[config.mk]
export PLATFORM = sky130hd
export DESIGN_NAME = fifo_stream_reader
export DESIGN_NICKNAME = d
export VERILOG_FILES = /design/src/rtl/fifo_stream_pkg.sv /design/src/rtl/stream_skid_buf.sv /design/src/rtl/fifo_stream_reader.sv
export SDC_FILE = /design/constraint.sdc
export NUM_CORES = 1
export LEC_CHECK = 0
export ABC_AREA = 1
export BUFFER_PORTS_ARGS = -buffer_cell sky130_fd_sc_hd__buf_2
export CORE_ASPECT_RATIO = 0.5
export CORE_UTILIZATION = 55
export CTS_CLUSTER_SIZE = 14
export DETAILED_ROUTE_END_ITERATION = 6
export PLACE_DENSITY = 0.79
export SLEW_MARGIN = 10
export SYNTH_ARGS = -nofsm -noshare
export SYNTH_HDL_FRONTEND = slang
export SYNTH_SLANG_ARGS = --single-unit
[constraint.sdc]
create_clock -name clk -period 2.4 [get_ports clk]
set_clock_uncertainty 0.15 [all_clocks]
set_input_delay 0.48 -clock clk [delete_from_list [all_inputs] [get_ports clk]]
set_output_delay 0.48 -clock clk [all_outputs]
set_load 0.01 [all_outputs]
[src/rtl/fifo_stream_pkg.sv]
// Shared types and helpers for the sync_fifo read-side stream master.
package fifo_stream_pkg;

  localparam int BUF_SLOTS = 3;

  typedef logic [1:0] slot_ptr_t;
  typedef logic [1:0] occ_t;

  // Advance a slot pointer, wrapping from the last slot back to slot 0.
  function automatic slot_ptr_t next_ptr(input slot_ptr_t p);
    return (p == slot_ptr_t'(BUF_SLOTS - 1)) ? '0 : p + slot_ptr_t'(1);
  endfunction

endpackage

[src/rtl/stream_skid_buf.sv]
// Three-slot register ring that absorbs the FIFO read latency and
// presents its oldest word as a valid/ready stream.
module stream_skid_buf
  import fifo_stream_pkg::*;
#(
  parameter int DATA_WIDTH = 8
) (
  input  logic                  clk,
  input  logic                  rst,
  input  logic                  wr_en,
  input  logic [DATA_WIDTH-1:0] wr_data,
  input  logic                  m_ready,
  output logic                  m_valid,
  output logic [DATA_WIDTH-1:0] m_data,
  output occ_t                  occ
);

  logic [DATA_WIDTH-1:0] slots [BUF_SLOTS];
  slot_ptr_t             head;
  slot_ptr_t             tail;
  logic                  accept;

  // Stream side: the head slot is offered whenever anything is buffered.
  assign m_valid = !rst && (occ != occ_t'(0));
  assign m_data  = slots[head];
  assign accept  = m_valid && m_ready;

  // Pointer and occupancy bookkeeping; a write and an accept together leave occ unchanged.
  always_ff @(posedge clk) begin
    // NOTE: state registers use non-blocking assignments so every flop samples pre-edge values.
    if (rst) begin
      head <= '0;
      tail <= '0;
      occ  <= '0;
    end else begin
      if (wr_en)  tail <= next_ptr(tail);
      if (accept) head <= next_ptr(head);
      unique case ({wr_en, accept})
        2'b10:   occ <= occ + occ_t'(1);
        2'b01:   occ <= occ - occ_t'(1);
        default: occ <= occ;
      endcase
    end
  end

  // Data slots; only ever read when occ marks them as holding a word.
  always_ff @(posedge clk) begin
    // NOTE: the slot storage is deliberately not reset; occ alone decides what is valid.
    if (wr_en) slots[tail] <= wr_data;
  end

  // The issue logic keeps occ + pend <= 3, so a write can never land on a full ring.
  a_no_overflow : assert property (@(posedge clk) disable iff (rst)
    !(wr_en && (occ == occ_t'(BUF_SLOTS))));

endmodule

[src/rtl/fifo_stream_reader.sv]
// Read-side master for sync_fifo: issues rd_en, captures returned words
// into a 3-slot buffer and streams them out at up to one word per clock.
module fifo_stream_reader
  import fifo_stream_pkg::*;
#(
  parameter int    DATA_WIDTH = 8,
  parameter string FIFO_TYPE  = "Standard",
  parameter int    CNT_WIDTH  = 16
) (
  input  logic                  clk,
  input  logic                  rst,
  input  logic                  fifo_empty,
  input  logic                  fifo_valid,
  input  logic [DATA_WIDTH-1:0] fifo_dout,
  output logic                  fifo_rd_en,
  output logic                  m_valid,
  input  logic                  m_ready,
  output logic [DATA_WIDTH-1:0] m_data,
  output logic [CNT_WIDTH-1:0]  xfer_count,
  output logic                  err_unexp
);

  localparam bit IS_FWFT = (FIFO_TYPE == "FWFT");

  if (FIFO_TYPE != "Standard" && FIFO_TYPE != "FWFT") begin : g_bad_type
    $fatal(1, "fifo_stream_reader: unsupported FIFO_TYPE %s", FIFO_TYPE);
  end

  occ_t       occ;
  logic       pend;      // Standard mode: a read was issued last cycle, data due now
  logic       post_rst;  // first cycle after reset: stray fifo_valid is not an error
  logic [2:0] occ_pend;
  logic       buf_wr;
  logic       unexp;

  // Issue and capture decisions; rd_en looks only at registered state and fifo_empty.
  always_comb begin
    // NOTE: every output gets a default first so no path can infer a latch.
    fifo_rd_en = 1'b0;
    buf_wr     = 1'b0;
    unexp      = 1'b0;
    occ_pend   = {1'b0, occ} + {2'b00, pend};
    if (IS_FWFT) begin
      fifo_rd_en = !rst && !fifo_empty && ({1'b0, occ} < 3'(BUF_SLOTS));
      buf_wr     = fifo_rd_en;
    end else begin
      fifo_rd_en = !rst && !fifo_empty && (occ_pend < 3'(BUF_SLOTS));
      buf_wr     = fifo_valid && pend;
      unexp      = fifo_valid && !pend && !post_rst;
    end
  end

  // Read-outstanding flag, sticky error and beat counter.
  always_ff @(posedge clk) begin
    if (rst) begin
      pend       <= 1'b0;
      post_rst   <= 1'b1;
      err_unexp  <= 1'b0;
      xfer_count <= '0;
    end else begin
      pend     <= IS_FWFT ? 1'b0 : fifo_rd_en;
      post_rst <= 1'b0;
      if (unexp)              err_unexp  <= 1'b1;
      if (m_valid && m_ready) xfer_count <= xfer_count + CNT_WIDTH'(1);
    end
  end

  stream_skid_buf #(
    .DATA_WIDTH (DATA_WIDTH)
  ) u_buf (
    .clk     (clk),
    .rst     (rst),
    .wr_en   (buf_wr),
    .wr_data (fifo_dout),
    .m_ready (m_ready),
    .m_valid (m_valid),
    .m_data  (m_data),
    .occ     (occ)
  );

endmodule

==> flow_summary.json, run 1 <==
{
  "clkSlewWorstSetupHoldPaths_ns": 0.09,
  "cts.sinks": 51,
  "synth.area.top_cells": "edfxtp_1, dfxtp_1, nand2_1",
  "drc_errors": 0,
  "seq_area_um2": 1260,
  "ant_nets": 0,
  "grt_pass1_wl_um": 6660,
  "wl_per_cell_um": 12.1,
  "die_h_um": 47.3,
  "synth_warnings": 0,
  "critPathMaxStageDelay_ns": 0.38,
  "antenna_found_initial": 0,
  "cts_tree": "done",
  "drv_cap": 0,
  "fin_ws_ns": 0.120,
  "cts.hold.buffers_added": 0,
  "critical_path.startpoint_type": "flop",
  "grt_overflow": 0,
  "gp_congestion": 0.813,
  "p_per_area_nw_per_um2": 632,
  "path_max_fanout": 6,
  "power_mw": 1.67,
  "clock-root-buffer": "clkbuf_8",
  "ir_worst_vdd_v": 0.000274,
  "finalSetupViolations": 0,
  "hold_viol_final": 0,
  "slew_headroom": 0.780,
  "hp-class": "input port to flop",
  "coreArea_um2": 3920,
  "clk_path_buf_depth": 2,
  "crit_arrival_ns": 1.65,
  "post-dp-hpwl_um": 2950,
  "firstDrtPassIters": 4,
  "synth_area_leader_cell": "edfxtp_1",
  "area_delta_synth_final_pct": 17.0,
  "top_layer_used": "met4",
  "fin_crit_sh": 0.950,
  "drive_gt1_frac": 0.243,
  "pre_cts_ws_ns": 0.356,
  "cp-end-kind": "output pin",
  "row_count": 16,
  "io_pins": 40,
  "cts-htree-levels": 2,
  "dr_total_vias": 1791,
  "ys_seq_area_frac": 0.559,
  "fmax_mhz": 439,
  "grt_pass1_vias": 1506,
  "syn_area_per_cell_um2": 9.14,
  "rsz0062_at_grt": "false",
  "synth_top_flop_cell": "dfxtp_1",
  "dieArea_um2": 4380,
  "yosys.area.top_type_share": 0.319,
  "multi_input_area_um2": 861,
  "wl_met2_um": 2070,
  "yosysMostFrequentCell": "nand2_1",
  "vias_per_cell": 5.18,
  "tightestPinTransition_ns": 0.322,
  "synthTopCellsByCount": "nand2_1, nor2_1, dfxtp_1, a21oi_1, edfxtp_1",
  "totalWireLength_um": 4190,
  "grt_max_degree": 20,
  "fin_crit_ns": 2.28,
  "grt_util_all_layers": 0.206,
  "cts-buffers-inserted": 5,
  "initial_utilization": 0.575,
  "cp_common_cell": "ha_1",
  "critPathSlowestCell": "dfxtp_4",
  "critPathBufInv": 1,
  "wl_met1_um": 1920,
  "maxSlewViolCount": 0,
  "outcome": "completed",
  "fin_setup_tns_ns": 0,
  "wl_met3_um": 147,
  "crit_family": "adder cells",
  "first_iter_violations": 54,
  "synth_cell_types": 33,
  "antenna_cells": 0,
  "ys_seq_elements": 51,
  "crit_chain": "ha_1 > ha_1 > a2111oi_2 > buf_2",
  "synth_edf_count": 24,
  "syn_area_um2": 2260,
  "fin_nets": 308,
  "p_leak_nw": 1.10,
  "syn_inst": 247,
  "fillers": 332,
  "portBuffers": 39,
  "async_flop_share": 0,
  "clk_latency_ns": 0.31,
  "die_w_um": 92.6,
  "crit_type": "flop to output pin",
  "cp_data_required_time_ns": 1.77,
  "synth_nets": 264
}
logic make-up (layout without fill, tap and decap cells):
| group | Yosys count | after routing | synth area share |
|---|---|---|---|
| AO/OA/AOI/OAI | 38 | 38 | 0.0948 |
| XOR/XNOR | 2 | 2 | 0.00776 |
| adder cells (fa/ha/maj) | 4 | 4 | 0.0222 |
| buffers and inverters | 34 | 79 | 0.0626 |
| flip-flops | 51 | 51 | 0.559 |
| AND/OR/NAND/NOR | 118 | 118 | 0.254 |
stage by stage:
step | util | cell area, um^2 | hold WS (ns) | cells
final | 0.673 | 2640 | 0.214 | 346
after global routing | 0.673 | 2640 | 0.206 | 346
after CTS | 0.671 | 2630 | 0.190 | 346
after detailed placement | 0.641 | 2520 | 0.303 | 338
after global placement | 0.641 | 2520 | 0.294 | 338
after floorplan | - | 2260 | 0.306 | 247
path summary, 6_finish.rpt:
check | startpoint | endpoint | slack, ns | depth (start not counted)
worst max-delay path | u_buf.occ[0]$_SDFFE_PP0P_ | fifo_rd_en | 0.12 | 4
worst max register to register | u_buf.occ[1]$_SDFFE_PP0P_ | u_buf.occ[1]$_SDFFE_PP0P_ | 0.71 | 9
worst min-delay path | fifo_dout[1] | u_buf.slots[2][1]$_DFFE_PP_ | 0.21 | 1
worst min register to register | err_unexp$_SDFFE_PP0P_ | err_unexp$_SDFFE_PP0P_ | 0.32 | 1
layer usage:
metal	up-vias	track usage
met2	30	0.379
met4	0	0.0906
met3	6	0.0518
met1	844	0.241
met5	-	0
li1	911	-
state kept, by name, summed over array words and instances (netlist names), named ones only:
register,count
u_buf.head,2
u_buf.slots,24
u_buf.tail,2
post_rst,1
u_buf.occ,2
pend,1
xfer_count,16
err_unexp,1
timing repair:
action | in CTS | in global routing
buffers inserted | 0 | 0
endpoints found under the setup margin | 0 | 1
gates resized for setup | 0 | 4
report_power, final:
| group | leakage, nW | switching [mW] | total [mW] | internal (mW) |
|---|---|---|---|---|
| Clock | 0.0548 | 0.296 | 0.610 | 0.314 |
| Sequential | 0.437 | 0.0152 | 0.941 | 0.926 |
| Combinational | 0.607 | 0.0711 | 0.119 | 0.0480 |
| Total | 1.10 | 0.382 | 1.67 | 1.29 |
cells in the final DEF, fill, tap and decap left out, drive strengths merged:
master,synthesis,routed
nor2,42,42
o21a,1,1
bufinv,0,1
nand4,9,9
clkinvlp,0,1
buf,4,43
o31ai,2,2
inv,28,29
nor3,4,4
clkbuf,2,5
nand2,45,45
and3,1,1
dfxtp,27,27
o21bai,2,2
edfxtp,24,24
o21ai,7,7
xor2,2,2
ha,4,4
a21oi,24,24
a2111oi,2,2
nor3b,2,2
nand3,15,15
area by class of cell:
| type | count | share of cell area |
|---|---|---|
| Sequential cell | 51 | 0.479 |
| Inverter | 28 | 0.0407 |
| Clock buffer | 5 | 0.0261 |
| Clock inverter | 3 | 0.0175 |
| Tap cell | 54 | 0.0256 |
| Multi-Input combinational cell | 162 | 0.326 |
| Timing Repair Buffer | 43 | 0.0853 |
Note: power is estimated with default switching activity, not from simulation.
==> run 2: changes to the inputs <==
==> constraint.sdc (replaced) <==
create_clock -name clk -period 2.1 [get_ports clk]
set_clock_uncertainty 0.15 [all_clocks]
set_input_delay 0.42 -clock clk [delete_from_list [all_inputs] [get_ports clk]]
set_output_delay 0.42 -clock clk [all_outputs]
set_load 0.01 [all_outputs]
==> run 2 against run 1 <==
  * Sequential share of layout area fell by 0.81 points
  * Largest cell class unchanged
  * Core utilization rose by 1.1 points
  * Flip-flop and latch count did not move
  * Critical endpoint unchanged
  * Design area rose by 1.6%
  * Via count fell by 1.6%
  * Register-to-register slack got worse by 0.38 ns
  * First-iteration DRC count fell by 20%
  * Clock-buffer cell count rose by 1
  * Die area did not move
  * Critical path depth did not move
  * Total power rose by 8.8%
  * Wire length rose by 0.69%
==> flow_summary.json, run 2 (synthesis gave the netlist of run 1 again) <==
{
  "hold_viol_final": 0,
  "fmax_mhz": 484,
  "totalWireLength_um": 4220,
  "largest_reg_flops": 24,
  "outcome": "completed",
  "grt_pass1_vias": 1515,
  "top_regs": "u_buf.slots: 24 flops, xfer_count: 16 flops",
  "row_count": 16,
  "postPlaceCellArea_um2": 2530,
  "final_common_cell": "nand2_1",
  "cp_data_required_time_ns": 1.53,
  "initial_utilization": 0.575,
  "portBuffers": 39,
  "cts.sinks": 51,
  "clk_path_buf_depth": 2,
  "critPathSlowestCell": "dfxtp_2",
  "crit_type": "flop to output pin",
  "fin_crit_ns": 2.06,
  "rsz0062_at_grt": "true",
  "clk_latency_ns": 0.30,
  "fin_nets": 311,
  "critPathBufInv": 1,
  "postLayoutCoreUtil": 0.684,
  "wl_per_cell_um": 12.1,
  "clkSlewWorstSetupHoldPaths_ns": 0.09,
  "antenna_cells": 0,
  "cts_tree": "done",
  "firstDrtPassIters": 4,
  "clock-root-buffer": "clkbuf_8",
  "grt_max_degree": 20,
  "die_h_um": 47.3,
  "io_pins": 40,
  "fin_crit_sh": 0.983,
  "p_per_area_nw_per_um2": 677,
  "top_register": "u_buf.slots",
  "crit_family": "adder cells",
  "dr_total_vias": 1763,
  "fillers": 313,
  "multi_input_area_um2": 898,
  "ant_nets": 0,
  "antenna_found_initial": 0,
  "final_cell_mix": "nand2_1, buf_2, nor2_1, dfxtp_1",
  "rrSetupSlack_ns": 0.33,
  "cp_common_cell": "ha_4",
  "grt_util_all_layers": 0.202,
  "ir_worst_vdd_v": 0.000304,
  "post-dp-hpwl_um": 2890,
  "drive_gt1_frac": 0.261,
  "vias_per_cell": 5.05,
  "maxSlewViolCount": 0,
  "grt_pass1_wl_um": 6600,
  "area_delta_synth_final_pct": 18.9,
  "cp-end-kind": "output pin",
  "fin_setup_tns_ns": 0,
  "dieArea_um2": 4380,
  "seq_area_um2": 1260,
  "slew_headroom": 0.701,
  "finalSetupViolations": 0,
  "drc_errors": 0,
  "crit_chain": "ha_4 > ha_4 > a2111oi_4 > buf_2",
  "p_leak_nw": 1.10,
  "tightestPinTransition_ns": 0.437,
  "critPathMaxStageDelay_ns": 0.35,
  "place_inst": 340,
  "cts-htree-levels": 2,
  "gp_congestion": 0.788,
  "power_mw": 1.82,
  "stdcell_count": 349,
  "cts-buffers-inserted": 5,
  "drv_cap": 0,
  "critical_path.startpoint_type": "flop",
  "crit_arrival_ns": 1.49,
  "grt_overflow": 0,
  "hp-class": "input port to flop",
  "first_iter_violations": 43,
  "path_max_fanout": 2,
  "die_w_um": 92.6,
  "final_area_um2": 2680,
  "coreArea_um2": 3920
}
[run 2: final cells by class]
cell class	count	share of cell area
clock buffer	6	0.0308
clock inverter	2	0.00606
inverter	28	0.0401
multi-input combinational	162	0.335
sequential	51	0.471
tap	54	0.0252
timing repair buffer	46	0.0923
[run 2: power by group]
group	switching (mW)	total [mW]	internal, mW	leakage, nW
clock	0.320	0.589	0.269	0.0474
sequential	0.0161	1.07	1.06	0.437
combinational	0.0889	0.154	0.0651	0.619
total	0.425	1.82	1.39	1.10
[run 2: path summary, 6_finish.rpt]
path,endpoint,depth (start not counted),startpoint
max,fifo_rd_en,4,u_buf.occ[0]$_SDFFE_PP0P_
min reg2reg,err_unexp$_SDFFE_PP0P_,1,err_unexp$_SDFFE_PP0P_
max reg2reg,u_buf.occ[1]$_SDFFE_PP0P_,10,u_buf.occ[0]$_SDFFE_PP0P_
min,u_buf.slots[1][3]$_DFFE_PP_,1,fifo_dout[3]
[run 2: what timing repair did]
| item | in CTS | in global routing |
|---|---|---|
| hold buffers | 0 | 0 |
| resized for setup | 5 | 2 |
| pin swaps | 2 | 0 |
| buffers inserted | 1 | 0 |
| endpoints found under the setup margin | 1 | 1 |
[run 2: worst reg2reg max path: cells and delay by family (launching register included)]
kind	cells	cell delay, ns
compound gates	4	0.46
flops	1	0.37
buf+inv	3	0.28
fa+ha+maj	1	0.26
simple gates	2	0.13
[run 2: per-layer routing]
metal	global-route usage	wire length, um
met2	0.384	2130
met3	0.0502	165
met5	0	0
met1	0.239	1900
met4	0.0563	26
[run 2: stage by stage]
stage / worst slack [ns] / hold WS (ns)
global placement: 0.201 / 0.295
global route: -0.0210 / 0.154
finish: 0.0357 / 0.162
CTS: 0.00668 / 0.158
floorplan: 0.00742 / 0.298
detailed placement: 0.180 / 0.303
==> run 3: changes to the inputs <==
--- a/config.mk
+++ b/config.mk
@@ -6,12 +6,12 @@
 export NUM_CORES = 1
 export LEC_CHECK = 0
 export ABC_AREA = 1
-export BUFFER_PORTS_ARGS = -buffer_cell sky130_fd_sc_hd__buf_2
 export CORE_ASPECT_RATIO = 0.5
-export CORE_UTILIZATION = 55
+export CORE_UTILIZATION = 60
 export CTS_CLUSTER_SIZE = 14
 export DETAILED_ROUTE_END_ITERATION = 6
-export PLACE_DENSITY = 0.79
+export DONT_BUFFER_PORTS = 1
+export PLACE_DENSITY = 0.76
 export SLEW_MARGIN = 10
 export SYNTH_ARGS = -nofsm -noshare
 export SYNTH_HDL_FRONTEND = slang
==> run 3 against run 2 <==
  * Core utilization is 3.2 points higher
  * Total power is 3.0% higher
  * Largest cell class unchanged
  * Non-clock buffer count is 38 lower
  * Sequential share of layout area is 3.2 points higher
  * Hold slack worse by 0.13 ns
==> flow_summary.json, run 3 (synthesis gave the netlist of run 1 again) <==
{
  "die_w_um": 88.7,
  "fin_crit_sh": 0.989,
  "multi_input_area_um2": 898,
  "cts.sinks": 51,
  "worstReg2RegEnd": "u_buf.occ[1]$_SDFFE_PP0P_",
  "coreArea_um2": 3510,
  "path_max_fanout": 2,
  "cp-end-kind": "output pin",
  "ir_worst_vdd_v": 0.000305,
  "antenna_found_initial": 0,
  "rsz0062_at_grt": "true",
  "critPathMaxStageDelay_ns": 0.35,
  "gp_congestion": 0.796,
  "final_cell_mix": "nand2_1, nor2_1, dfxtp_1, a21oi_1, edfxtp_1",
  "clk_path_buf_depth": 2,
  "cp_common_cell": "ha_4",
  "cts-htree-levels": 2,
  "grt_pass1_wl_um": 6490,
  "fillers": 291,
  "critPathSlowestCell": "dfxtp_2",
  "wl_per_cell_um": 13.3,
  "largest_reg_flops": 24,
  "grt_max_degree": 20,
  "grt_overflow": 0,
  "critical_path.startpoint_type": "flop",
  "maxSlewViolCount": 0,
  "die_h_um": 45.4,
  "crit_chain": "ha_4 > ha_4 > a2111oi_4 > buf_4",
  "top_register": "u_buf.slots",
  "hold_viol_final": 0,
  "clk_latency_ns": 0.30,
  "antenna_cells": 0,
  "row_count": 15,
  "fin_crit_ns": 2.08,
  "io_pins": 40,
  "path_depth": 4,
  "p_leak_nw": 0.931,
  "first_iter_violations": 95,
  "critPathBufInv": 1,
  "power_mw": 1.87,
  "portBuffers": 0,
  "rrSetupSlack_ns": 0.33,
  "final_common_cell": "nand2_1",
  "tightestPinTransition_ns": 0.355,
  "crit_arrival_ns": 1.51,
  "vias_per_cell": 5.26,
  "crit_end": "fifo_rd_en",
  "crit_type": "flop to output pin",
  "initial_utilization": 0.643,
  "totalWireLength_um": 4080,
  "fin_nets": 273,
  "worstHoldPathCells": 1,
  "grt_util_all_layers": 0.219,
  "outcome": "completed",
  "top_regs": "u_buf.slots: 24 flops, xfer_count: 16 flops",
  "drc_errors": 0,
  "firstDrtPassIters": 4,
  "cts_tree": "done",
  "finalSetupViolations": 0,
  "seq_area_um2": 1260,
  "reg2reg_from": "u_buf.occ[0]$_SDFFE_PP0P_",
  "slew_headroom": 0.763,
  "area_delta_synth_final_pct": 11.3,
  "reg2regPathDepth": 10,
  "clock-root-buffer": "clkbuf_8",
  "cts-buffers-inserted": 5,
  "fmax_mhz": 482,
  "p_per_area_nw_per_um2": 745,
  "ant_nets": 0,
  "grt_pass1_vias": 1457,
  "cp_data_required_time_ns": 1.53,
  "post-dp-hpwl_um": 2780,
  "dr_total_vias": 1619,
  "dieArea_um2": 4030,
  "crit_family": "adder cells",
  "postLayoutCoreUtil": 0.716,
  "clkSlewWorstSetupHoldPaths_ns": 0.09,
  "critical_path.startpoint": "u_buf.occ[0]$_SDFFE_PP0P_",
  "drv_cap": 0,
  "hp-class": "input port to flop",
  "drive_gt1_frac": 0.148
}
==> run 3: changes by cell type in the layout (fill, tap and decap cells not counted) <==
cell	before	now
bufinv_16	0	1
dlygate4sd3_1	0	1
inv_6	0	1
buf_2	39	0
clkinv_4	1	0
clkbuf_8	6	5
==> run 3: layout make-up <==
class	instances	share of cell area
Clock buffer	5	0.0274
Clock inverter	3	0.0184
Inverter	28	0.0428
Multi-Input combinational cell	162	0.358
Sequential cell	51	0.503
Tap cell	51	0.0254
Timing Repair Buffer	8	0.0249
==> run 3: what timing repair did <==
item / CTS / global route
gates resized for setup: 8 / 0
endpoints found under the setup margin: 1 / 1
hold buffers: 1 / 0
setup buffers: 1 / 0
pin swaps: 1 / 0
cloned: 0 / 0
endpoints found under the hold margin: 1 / 0
==> run 3: how the worst min path moves through the flow <==
stage / start / end
global placement: rst / post_rst$_DFF_P_
finish: rst / u_buf.occ[0]$_SDFFE_PP0P_
floorplan: rst / post_rst$_DFF_P_
global route: rst / u_buf.tail[0]$_SDFFE_PP0P_
detailed placement: rst / post_rst$_DFF_P_
CTS: rst / u_buf.tail[0]$_SDFFE_PP0P_
==> run 3: where the power goes <==
part | internal, mW | switching (mW)
logic | 0.0469 | 0.0728
registers | 1.06 | 0.0186
clock network | 0.359 | 0.315
==> run 3: metal layers <==
| layer | global-route usage | vias to the layer above | wire length [um] |
|---|---|---|---|
| met1 | 0.251 | 741 | 1830 |
| li1 | - | 844 | - |
| met4 | 0.0387 | 0 | 0 |
| met3 | 0.0960 | 0 | 291 |
| met5 | 0 | - | 0 |
| met2 | 0.394 | 34 | 1960 |
==> run 3: per-stage QoR <==
step	hold slack (ns)	cell area, um^2	worst slack, ns	instances	setup TNS, ns
4_1_cts	0.0183	2510	0.0139	308	0
6_report	0.0284	2510	0.0237	308	0
3_5_place_dp	0.298	2330	0.0166	298	0
2_1_floorplan	0.298	2260	0.00742	247	0
5_1_grt	0.0100	2510	-0.0697	308	-0.0697
3_3_place_gp	0.298	2330	0.183	298	0
